### src/rtl/inst_fetch_pkg.sv
// Shared definitions for the instruction fetch unit: field positions,
// FSM state encoding and default reset PC.
package inst_fetch_pkg;

    localparam int OP_SIZE     = 6;
    localparam int OPCODE_MSB  = 31;
    localparam int OPCODE_LSB  = 26;
    localparam int FUNCODE_MSB = 5;
    localparam int FUNCODE_LSB = 0;
    localparam int JIDX_W      = 26;

    localparam logic [31:0] RESET_PC_DEFAULT = 32'h0000_0000;

    typedef enum logic [1:0] {
        BOOT  = 2'b00,
        FETCH = 2'b01,
        HOLD  = 2'b10
    } fetchState_e;

endpackage

### src/rtl/inst_fetch_pc_next.sv
// Next-PC selection: jump beats a taken branch, which beats sequential flow.
module pc_next
    import inst_fetch_pkg::*;
#(
    parameter int ADDR_W = 32
) (
    input  logic [ADDR_W-1:0] pc_plus4,
    input  logic [JIDX_W-1:0] instIdx,
    input  logic [31:0]       imm_ext,
    input  logic              branch,
    input  logic              zero,
    input  logic              jump,
    output logic [ADDR_W-1:0] npc
);

    logic [ADDR_W-1:0] immShift_s;
    logic [ADDR_W-1:0] jumpTarget_s;
    logic [ADDR_W-1:0] branchTarget_s;

    // Candidate targets; arithmetic wraps at the address width
    always_comb begin
        immShift_s     = ADDR_W'({imm_ext, 2'b00});
        jumpTarget_s   = {pc_plus4[ADDR_W-1:JIDX_W+2], instIdx, 2'b00};
        branchTarget_s = pc_plus4 + immShift_s;
    end

    // Priority select of the next PC
    always_comb begin
        npc = pc_plus4;
        if (jump) begin
            npc = jumpTarget_s;
        end else if (branch && zero) begin
            npc = branchTarget_s;
        end else begin
            npc = pc_plus4;
        end
    end

endmodule

### src/rtl/inst_fetch.sv
// Instruction fetch unit: BOOT -> FETCH (wait for ack) -> HOLD (wait for
// consumer), holding one instruction at a time for a single-cycle datapath.
module inst_fetch
    import inst_fetch_pkg::*;
#(
    parameter logic [31:0] RESET_PC = RESET_PC_DEFAULT,
    parameter int          ADDR_W   = 32
) (
    input  logic               clk,
    input  logic               rst_n,
    output logic               imem_req,
    output logic [ADDR_W-1:0]  imem_addr,
    input  logic               imem_ack,
    input  logic [31:0]        imem_rdata,
    input  logic               inst_ready,
    input  logic               branch,
    input  logic               zero,
    input  logic               jump,
    input  logic [31:0]        imm_ext,
    output logic               inst_valid,
    output logic [31:0]        inst,
    output logic [OP_SIZE-1:0] opcode,
    output logic [OP_SIZE-1:0] funcode,
    output logic [ADDR_W-1:0]  pc,
    output logic [ADDR_W-1:0]  pc_plus4
);

    localparam logic [ADDR_W-1:0] PC_ALIGN_MASK = {{(ADDR_W-2){1'b1}}, 2'b00};
    localparam logic [ADDR_W-1:0] RESET_PC_W    = ADDR_W'(RESET_PC) & PC_ALIGN_MASK;

    fetchState_e       state_r;
    logic [ADDR_W-1:0] pc_r;
    logic [31:0]       inst_r;
    logic              imemReq_r;
    logic              instValid_r;
    logic [ADDR_W-1:0] pcPlus4_s;
    logic [ADDR_W-1:0] npc_s;

    // Sequential successor of the current PC
    always_comb begin
        pcPlus4_s = pc_r + ADDR_W'(32'd4);
    end

    pc_next #(
        .ADDR_W (ADDR_W)
    ) u_pc_next (
        .pc_plus4 (pcPlus4_s),
        .instIdx  (inst_r[JIDX_W-1:0]),
        .imm_ext  (imm_ext),
        .branch   (branch),
        .zero     (zero),
        .jump     (jump),
        .npc      (npc_s)
    );

    // Fetch FSM with registered request/valid; acks outside FETCH never land
    always_ff @(posedge clk or negedge rst_n) begin
        if (!rst_n) begin
            state_r     <= BOOT;
            pc_r        <= RESET_PC_W;
            inst_r      <= 32'h0000_0000;
            imemReq_r   <= 1'b0;
            instValid_r <= 1'b0;
        end else begin
            case (state_r)
                BOOT: begin
                    state_r     <= FETCH;
                    imemReq_r   <= 1'b1;
                    instValid_r <= 1'b0;
                end
                FETCH: begin
                    if (imem_ack) begin
                        inst_r      <= imem_rdata;
                        state_r     <= HOLD;
                        imemReq_r   <= 1'b0;
                        instValid_r <= 1'b1;
                    end else begin
                        imemReq_r   <= 1'b1;
                        instValid_r <= 1'b0;
                    end
                end
                HOLD: begin
                    if (inst_ready) begin
                        pc_r        <= npc_s & PC_ALIGN_MASK;
                        state_r     <= FETCH;
                        imemReq_r   <= 1'b1;
                        instValid_r <= 1'b0;
                    end else begin
                        imemReq_r   <= 1'b0;
                        instValid_r <= 1'b1;
                    end
                end
                default: begin
                    state_r     <= BOOT;
                    imemReq_r   <= 1'b0;
                    instValid_r <= 1'b0;
                end
            endcase
        end
    end

    assign imem_req   = imemReq_r;
    assign imem_addr  = pc_r;
    assign pc         = pc_r;
    assign pc_plus4   = pcPlus4_s;
    assign inst_valid = instValid_r;
    assign inst       = inst_r;
    assign opcode     = inst_r[OPCODE_MSB:OPCODE_LSB];
    assign funcode    = inst_r[FUNCODE_MSB:FUNCODE_LSB];

endmodule

### config.mk
export PLATFORM = sky130hd
export DESIGN_NAME = inst_fetch
export DESIGN_NICKNAME = d
export VERILOG_FILES = /design/src/rtl/inst_fetch_pkg.sv /design/src/rtl/inst_fetch_pc_next.sv /design/src/rtl/inst_fetch.sv
export SDC_FILE = /design/constraint.sdc
export NUM_CORES = 1
export LEC_CHECK = 0
export BUFFER_PORTS_ARGS = -buffer_cell sky130_fd_sc_hd__buf_2
export CAP_MARGIN = 20
export CORE_ASPECT_RATIO = 0.75
export CORE_MARGIN = 1
export CORE_UTILIZATION = 46
export DETAILED_ROUTE_END_ITERATION = 16
export GPL_TIMING_DRIVEN = 1
export PLACE_DENSITY_LB_ADDON = 0.08
export SYNTH_ARGS = -nofsm -noshare
export SYNTH_HDL_FRONTEND = slang
export SYNTH_SLANG_ARGS = --single-unit
### constraint.sdc
create_clock -name clk -period 3.82 [get_ports clk]
set_clock_uncertainty 0.2 [all_clocks]
set_input_delay 0.191 -clock clk [delete_from_list [all_inputs] [get_ports clk]]
set_output_delay 0.191 -clock clk [all_outputs]
set_load 0.02 [all_outputs]
== After elaboration in Yosys (flattened, before gate mapping) ==
Cells that the tools add are included.

* Add/subtract/negate cells: 2
* Equality and inequality tests: 4
* Muxes and demuxes: 11
* Reductions and logical operators: 5

{| class="wikitable"
|+ Operator list
! operator !! number
|-
| 2-to-1 mux 32 bit || 2
|-
| adder 32 x 3 -> 32 bit (second input constant) || 1
|-
| adder 32 bit || 1
|-
| one-hot mux 2 bit (3 select lines) || 1
|-
| AND reduction 2 bit || 3
|-
| 2-to-1 mux 1 bit || 4
|-
| 2-to-1 mux 2 bit || 2
|-
| inequality test 2 bit (second input constant) || 2
|-
| one-hot mux 1 bit (3 select lines) || 1
|-
| == test 2 x 1 -> 1 bit (second input constant) || 1
|-
| == test 2 bit (second input constant) || 1
|-
| logical NOT 2 bit || 1
|-
| one-hot mux 1 bit (2 select lines) || 1
|-
| logical AND 1 bit || 1
|}

* Register bits: 66
* Input port bits: 71
* Output and inout bits: 142
* Logic and storage cells: 27

== Logic depth before layout (Yosys ltp) ==
Gate-level depths: netlist (run 1).

* Depth after elaboration: 4
* Mapped depth: 17
* Gate-level depth less buffers: 17

== Modules after synthesis ==
From an unflattened synthesis (run 1), not the netlist that was laid out.

* Cells, all modules: 617
* Area, all modules: 5743.0 sq um

{| class="wikitable"
|+ Modules (own cells, without submodules)
! module !! times used !! cells an instance !! area each (sq um) !! seq. area each (sq um)
|-
| inst_fetch || 1 || 283 || 3559.7 || 1651.6
|-
| pc_next || 1 || 334 || 2183.3 || 0.0
|}

== Worst setup path before layout (run 1) ==
No wires, ideal clock.

* Path type: register -> register
* Start point: register pc_r[7], in the netlist imem_addr[7]
* End point: register pc_r[31], in the netlist imem_addr[31]
* Setup time: 95 ps
* Arrival: 3957 ps
* Data required time: 3525 ps
* Path slack: -433 ps
* Cell stages (with the launch flop): 17
* Path buffers: 0
* Period minus slack after synthesis: 4253 ps
* Cell sequence: dfrtp_1 -> and3_1 -> nand3_1 -> or4_1 -> nor2_2 -> nand2_1 -> xnor2_1 -> ha_1 -> a21o_1 -> a21oi_1 -> o21ai_0 -> a21oi_2 -> o21ai_1 -> a41o_1 -> mux2i_1 -> o21a_1 -> o31ai_1

* Word-level cells in the longest chain between the ends: 4

{| class="wikitable"
|+ Ends and longest elaborated chain
! item !! line !! RTL
|-
| start: declaration || inst_fetch.sv:32 || <nowiki>logic [ADDR_W-1:0] pc_r;</nowiki>
|-
| start signal: assignment || inst_fetch.sv:84 || <nowiki>pc_r <= npc_s & PC_ALIGN_MASK;</nowiki>
|-
| adder 32 x 3 -> 32 bit || inst_fetch.sv:41 || <nowiki>pcPlus4_s = pc_r + ADDR_W'(32'd4);</nowiki>
|-
| via pc_plus4[19] || inst_fetch.sv:25 || <nowiki>output logic [ADDR_W-1:0] pc_plus4</nowiki>
|-
| adder 32 bit || inst_fetch_pc_next.sv:24 || <nowiki>branchTarget_s = pc_plus4 + immShift_s;</nowiki>
|-
| 2-to-1 mux 32 bit || inst_fetch_pc_next.sv:32 || <nowiki>end else if (branch && zero) begin</nowiki>
|-
| 2-to-1 mux 32 bit || inst_fetch_pc_next.sv:30 || <nowiki>if (jump) begin</nowiki>
|}

The timed path passes the listed nets, and every way through them passes these cells.
A chain may end at the register's enable or synchronous reset.

== Worst setup path in the final report (run 1) ==
* Start point: register pc_r[2], in the netlist imem_addr[2]
* End point: register pc_r[24], in the netlist imem_addr[24]

* Word-level cells in the longest chain between the ends: 4

{| class="wikitable"
|+ Ends and longest elaborated chain
! item !! line
|-
| adder 32 x 3 -> 32 bit (*) || inst_fetch.sv:41
|-
| adder 32 bit || inst_fetch_pc_next.sv:24
|-
| 2-to-1 mux 32 bit (*) || inst_fetch_pc_next.sv:32
|-
| 2-to-1 mux 32 bit (*) || inst_fetch_pc_next.sv:30
|}

Mark *: on every way between the ends. The rest lies on a longest branch, timed or not.

==> flow_metrics.tcl, run 1 <==
set metrics [dict create \
    outcome "completed" \
    grt_overflow_total 0 \
    synth.top_cell.area_share_pct 29.8 \
    critPathKind "reg2reg" \
    syn_avg_cell_area_um2 8.91 \
    cellPowerDensity_mw_per_mm2 914 \
    synth_area_leaders "dfrtp_1, ha_1, buf_4, mux2_2, xnor2_1" \
    slew_headroom_pct 38.8 \
    cp.arrival_ps 3850 \
    yosysTopAreaCell "dfrtp_1" \
    htree_num_levels 3 \
    synth-simple-area-share_pct 15.3 \
    ir_drop_mv 0.592 \
    dp_hpwl_mm 13.4 \
    setup_tns_ps 0 \
    synth-main-ff-cell "dfrtp_1" \
    numCtsBuffers 9 \
    portBuffers 204 \
    clk_pin_slew_ps 60 \
    report.final.slew_viol_count 0 \
    synth_top_family_by_area "compound AO/OA/AOI/OAI gates" \
    cts_sinks 66 \
    ys_seq_area_share_pct 29.8 \
    setup_viol 0 \
    p_total_mw 7.38 \
    path_max_fanout 4 \
    min_period_ps 3780 \
    worst_hold_path_type "in2reg" \
    worstPathRequired_ps 3890 \
    num_antenna_cells 0 \
    wl_per_cell_um 17.1 \
    ant_nets 0 \
    syn_inst 622 \
    synth_mux_area_share_pct 7.41 \
    cts_tree "built" \
    hold_slack_ps 83.8 \
    rsz0062_at_grt "true" \
    grt_pass1_wl_mm 27.8 \
    area_delta_synth_final_pct 45.6 \
    via_per_inst 5.37 \
    fin_util_pct 69.2 \
    synthAdderAreaFrac_pct 9.40 \
    synthesis.area_mm2 0.00554 \
    drtPass1Iterations 5 \
    synth_compound_area_share_pct 20.9 \
    finalNetCount 998 \
    root_buffer "clkbuf_16" \
    grtUsageTotal_pct 28.8 \
    synth-edff-count 0 \
    finalNonFillerCells 1053 \
    antenna_found_initial 0 \
    cp-end-kind "flip-flop" \
    hold_viol_final 0 \
    clk_latency_ps 340 \
    fin_crit_sh_pct 99.0 \
    routed_wl_mm 18.0 \
    drcViolationCount 0 \
    ys_types 68 \
    synth_warnings 0 \
    gp_congestion 0.903 \
    grt_max_degree 44 \
    ioPinCount 213 \
    fp-row-count 34 \
    fmax_mhz 264 \
    num_vias 5652 \
    ys_ff_latch 66 \
    max_cap_viol_count 0 \
    grt_pass1_vias 5399 \
    dp.cells 995 \
    dieArea_mm2 0.0125 \
    synth_xor_xnor_area_share_pct 7.75 \
    leakage_nw 4.03 \
    start_util_pct 47.5 \
    cts_buffer_depth 2 \
    drive_gt1_share_pct 46.4 \
    core_area_mm2 0.0117 \
    async_reset_ff_share_pct 100 \
    cp-start-kind "flip-flop" \
    die_w_um 129 \
    dr.first_iter.drc_count 256 \
    tightest_slew_ps 917 \
    die_h_um 97.0 \
]
[synthesized netlist by cell type (all sizes together) (7+ instances only)]
library cell  instances
a211oi               12
a21o                 26
a21oi                40
and3                  9
buf                  53
clkbuf               20
dfrtp                66
ha                   40
inv                  16
mux2                 32
nand2                53
nand3                20
nand4                 7
nor2                 44
nor3                 12
o211ai                8
o21ai                34
xnor2                34
xor2                 15
[critical path, stage by stage (launching register included)]
cell and delay (ps):
dfrtp_2 400, buf_4 140, inv_1 70, ha_1 230, fa_1 410, a21o_1 220, a21o_4 240, a211oi_4 270
or4_4 200, o211ai_2 120, a221o_2 420, a41oi_2 250, mux2i_2 350, a2111oi_2 60, nor2_1 130
[kinds of logic (layout without fill, tap and decap cells)]
group / Yosys count / count (layout)
multiplexers: 37 / 37
buffers and inverters: 89 / 353
other: 1 / 6
AO/OA/AOI/OAI: 163 / 163
AND/OR/NAND/NOR: 176 / 176
XOR/XNOR: 49 / 49
flip-flops: 66 / 66
adder cells (fa/ha/maj): 41 / 41
[layout make-up]
class                      instances  area, um^2
clock buffer                       9         225
clock inverter                     7         100
fill                             934        3590
inverter                          16        62.6
multi-input combinational        472        3790
sequential                        66        1660
tap                              162         203
timing repair buffer             321        2030
[metrics by stage]
stage                     worst slack (ps)  cell area [um^2]
after floorplan                      -3.19              5810
after global placement                25.0              7160
after detailed placement             -44.3              7160
after CTS                             40.3              7840
after global routing                 -91.4              8070
final                                 39.2              8070
[sequential cells by signal, summed over array words and instances, names as in the netlist]
name and count:
imem_addr 30, state_r 2, inst 32, imem_req 1
inst_valid 1
[final timing paths]
kind	cells past startpoint	start	end	slack, ps
worst max-delay path	14	imem_addr[2]$_DFFE_PN0P_	imem_addr[24]$_DFFE_PN0P_	40
worst min-delay path	3	inst_ready	inst_valid$_DFF_PN0_	80
worst max register to register	14	imem_addr[2]$_DFFE_PN0P_	imem_addr[24]$_DFFE_PN0P_	40
worst min register to register	1	inst[29]$_DFFE_PN0P_	inst[29]$_DFFE_PN0P_	320
max in group asynchronous	4	rst_n	imem_addr[2]$_DFFE_PN0P_	2340
min in group asynchronous	2	rst_n	imem_addr[7]$_DFFE_PN0P_	160
[power breakdown]
group	leakage (nW)	internal (mW)	switching, mW
registers	0.788	1.05	0.341
logic	3.09	2.16	2.89
clock network	0.160	0.578	0.354
total	4.03	3.79	3.58
[layer usage]
metal  share of wire [%]  wire length [um]  track usage, %  up-vias
li1                    -                 -               -     2719
met1                  49              8730            42.0     2704
met2                  44              7910            43.5      210
met3                 6.5              1170            5.64       19
met4                 1.0               180            7.24        0
met5                   0                 0               0        -
[placed cells by master (no fill, tap or decap), types with 25 or more instances in the layout]
master         Yosys  routed
mux2_2            32      32
a21o_1            25      25
nor2_1            43      37
ha_1              40      32
o21ai_0           31      29
dfrtp_1           66      58
buf_4             48      79
a21oi_1           39      34
nand2_1           53      51
dlygate4sd3_1      0      35
buf_2              1     204
[timing repair]
item	4_1_cts	5_1_grt
resized for setup	1	31
setup endpoints to repair	8	12
buffers inserted	0	5
endpoints found under the hold margin	75	0
hold buffers	35	0
pin swaps	2	7
(Power assumes the default switching activity.)
==> inputs of run 2 (changes only) <==
- ABC_AREA: not set -> 1
- CORE_UTILIZATION: 46 -> 48
==> run 2 against run 1 <==
Effect of this change:
- final area grew 3.6%
- critical path depth grew 4
- clock-buffer cell count is the same
- area after synthesis grew 23%
- clock power shrank 10%
- register-to-register slack gained 230 ps
- utilization shrank 8.4 points
- via count grew 30%
==> flow_metrics.tcl, run 2 <==
set metrics [dict create \
    largest_reg_flops 32 \
    fp-row-count 37 \
    worstPathRequired_ps 3800 \
    grt_pass1_wl_mm 34.2 \
    ir_drop_mv 0.554 \
    num_antenna_cells 0 \
    postCtsSetupRepairBufs 0 \
    drcViolationCount 0 \
    final_cell_mix "nand2_1, buf_2, inv_1" \
    dieArea_mm2 0.0146 \
    fin_crit_sh_pct 93.0 \
    antenna_found_initial 0 \
    root_buffer "clkbuf_16" \
    synthesis.area_mm2 0.00679 \
    outcome "completed" \
    drtPass1Iterations 7 \
    rsz0062_at_grt "false" \
    clk_latency_ps 340 \
    synth_common_cells "nand2_1, inv_1, nor2_1, nand3_1, dfrtp_1" \
    numCtsBuffers 9 \
    fmax_mhz 281 \
    gp_congestion 0.949 \
    setup_tns_ps 0 \
    ys_seq_area_share_pct 24.3 \
    wl_per_cell_um 14.7 \
    synth.top_cell.area_share_pct 24.3 \
    via_per_inst 5.00 \
    drive_gt1_share_pct 22.3 \
    core_area_mm2 0.0137 \
    p_total_mw 7.17 \
    cts_sinks 66 \
    syn_avg_cell_area_um2 6.21 \
    portBuffers 204 \
    grt_overflow_total 0 \
    ioPinCount 213 \
    die_w_um 139 \
    final_common_cell "nand2_1" \
    syn_inst 1093 \
    htree_num_levels 3 \
    routed_wl_mm 21.7 \
    ys_ff_latch 66 \
    report.final.slew_viol_count 0 \
    die_h_um 105 \
    clk_pin_slew_ps 60 \
    min_period_ps 3550 \
    leakage_nw 4.88 \
    cp.arrival_ps 3530 \
    setup_slack_ps 266 \
    path_max_fanout 5 \
    area_delta_synth_final_pct 23.1 \
    yosysMostFrequentCell "nand2_1" \
    cts_tree "built" \
    cellPowerDensity_mw_per_mm2 859 \
    grt_pass1_vias 6584 \
    dp_hpwl_mm 17.0 \
    critPathKind "reg2reg" \
    ant_nets 0 \
    finalNonFillerCells 1473 \
    cts_buffer_depth 2 \
    cp-start-kind "flip-flop" \
    start_util_pct 49.4 \
    finalNetCount 1405 \
    num_vias 7367 \
    synth_area_leaders "dfrtp_1, nand2_1, inv_1, ha_1, nor2_1" \
    worst_hold_path_type "in2reg" \
    synth-main-ff-cell "dfrtp_1" \
    cp-end-kind "flip-flop" \
    grt_max_degree 43 \
    grtUsageTotal_pct 30.0 \
    ys_types 46 \
    hold_viol_final 0 \
    slew_headroom_pct 41.0 \
    tightest_slew_ps 884 \
    dp.cells 1423 \
    dr.first_iter.drc_count 547 \
    max_cap_viol_count 0 \
    fin_area_mm2 0.00836 \
    place_area_mm2 0.00771 \
    async_reset_ff_share_pct 100 \
    place_ws_ps 281 \
    setup_viol 0 \
    synth_warnings 0 \
    synth-edff-count 0 \
    yosysTopAreaCell "dfrtp_1" \
]
run 2: changes by cell type after synthesis, sizes merged, moves of 23 or more:
cell	change
nor2	+70
xnor2	-30
nand2	+339
a21o	-23
nand3	+54
inv	+157
run 2: timing repair:
item | 4_1_cts | 5_1_grt
endpoints found under the hold margin | 57 | 0
hold buffers | 34 | 0
endpoints found under the setup margin | 0 | 3
resized for setup | 0 | 2
run 2: worst paths after layout:
check                                    startpoint                        end  slack [ps]  depth (start not counted)
setup reg to reg           imem_addr[3]$_DFFE_PN0P_  imem_addr[26]$_DFFE_PN0P_         270                         18
hold / removal                             imem_ack     state_r[0]$_DFFE_PN0P_          60                          5
setup / recovery           imem_addr[3]$_DFFE_PN0P_  imem_addr[26]$_DFFE_PN0P_         270                         18
max in group asynchronous                     rst_n  imem_addr[17]$_DFFE_PN0P_        2260                          3
min in group asynchronous                     rst_n       inst[21]$_DFFE_PN0P_         190                          2
hold reg to reg                inst[27]$_DFFE_PN0P_       inst[27]$_DFFE_PN0P_         320                          1
run 2: layout make-up:
cell class                 instances  area (um^2)
tap                              175          219
clock inverter                     7         77.6
inverter                         174          653
timing repair buffer             250         1450
sequential                        66         1650
multi-input combinational        792         4080
clock buffer                       9          225
fill                            1360         5390
run 2: logic make-up (layout without fill, tap and decap cells):
kind of cell               Yosys count  after routing  share of synthesized area [%]
adders and majority gates           41             41                           7.67
xor gates and xnor gates            16             16                           2.06
muxes                               31             31                           5.14
AOI/OAI and AO/OA                   79             79                           6.43
and+or+nand+nor                    619            619                           38.4
DFF                                 66             66                           24.3
other                                1              6                         0.0552
buffers and inverters              240            440                           15.9
run 2: per-layer routing:
layer  vias up  routed length, um  global-route usage, %
met5         -                  0                      0
met4         0                261                   5.87
met3        16               1820                   5.00
met2       304               9410                   46.7
met1      3312              10200                   43.5
li1       3735                  -                      -
run 2: where the power goes:
group,internal [mW],switching [mW]
Clock,0.509,0.328
Sequential,1.04,0.463
Combinational,1.66,3.17
run 2: stage by stage:
stage               util (%)  hold slack [ps]
floorplan                  -             -305
global placement        56.1             16.1
detailed placement      56.1             17.8
CTS                     60.7             52.0
global route            60.8              126
finish                  60.8             58.2
run 2: worst max-delay path, stage by stage, from the launching register on:
cell,delay (ps)
dfrtp_1,450
ha_1,260
nand2_1,100
nor2_2,160
inv_1,100
nor2_1,340
xor2_1,200
ha_1,400
nand2_1,120
nor2_1,260
nand2_1,130
nor2_1,110
nand2_1,110
nand3_1,110
nand2_1,50
nand3_1,130
nand2_1,60
nand2_1,60
o21ai_0,70
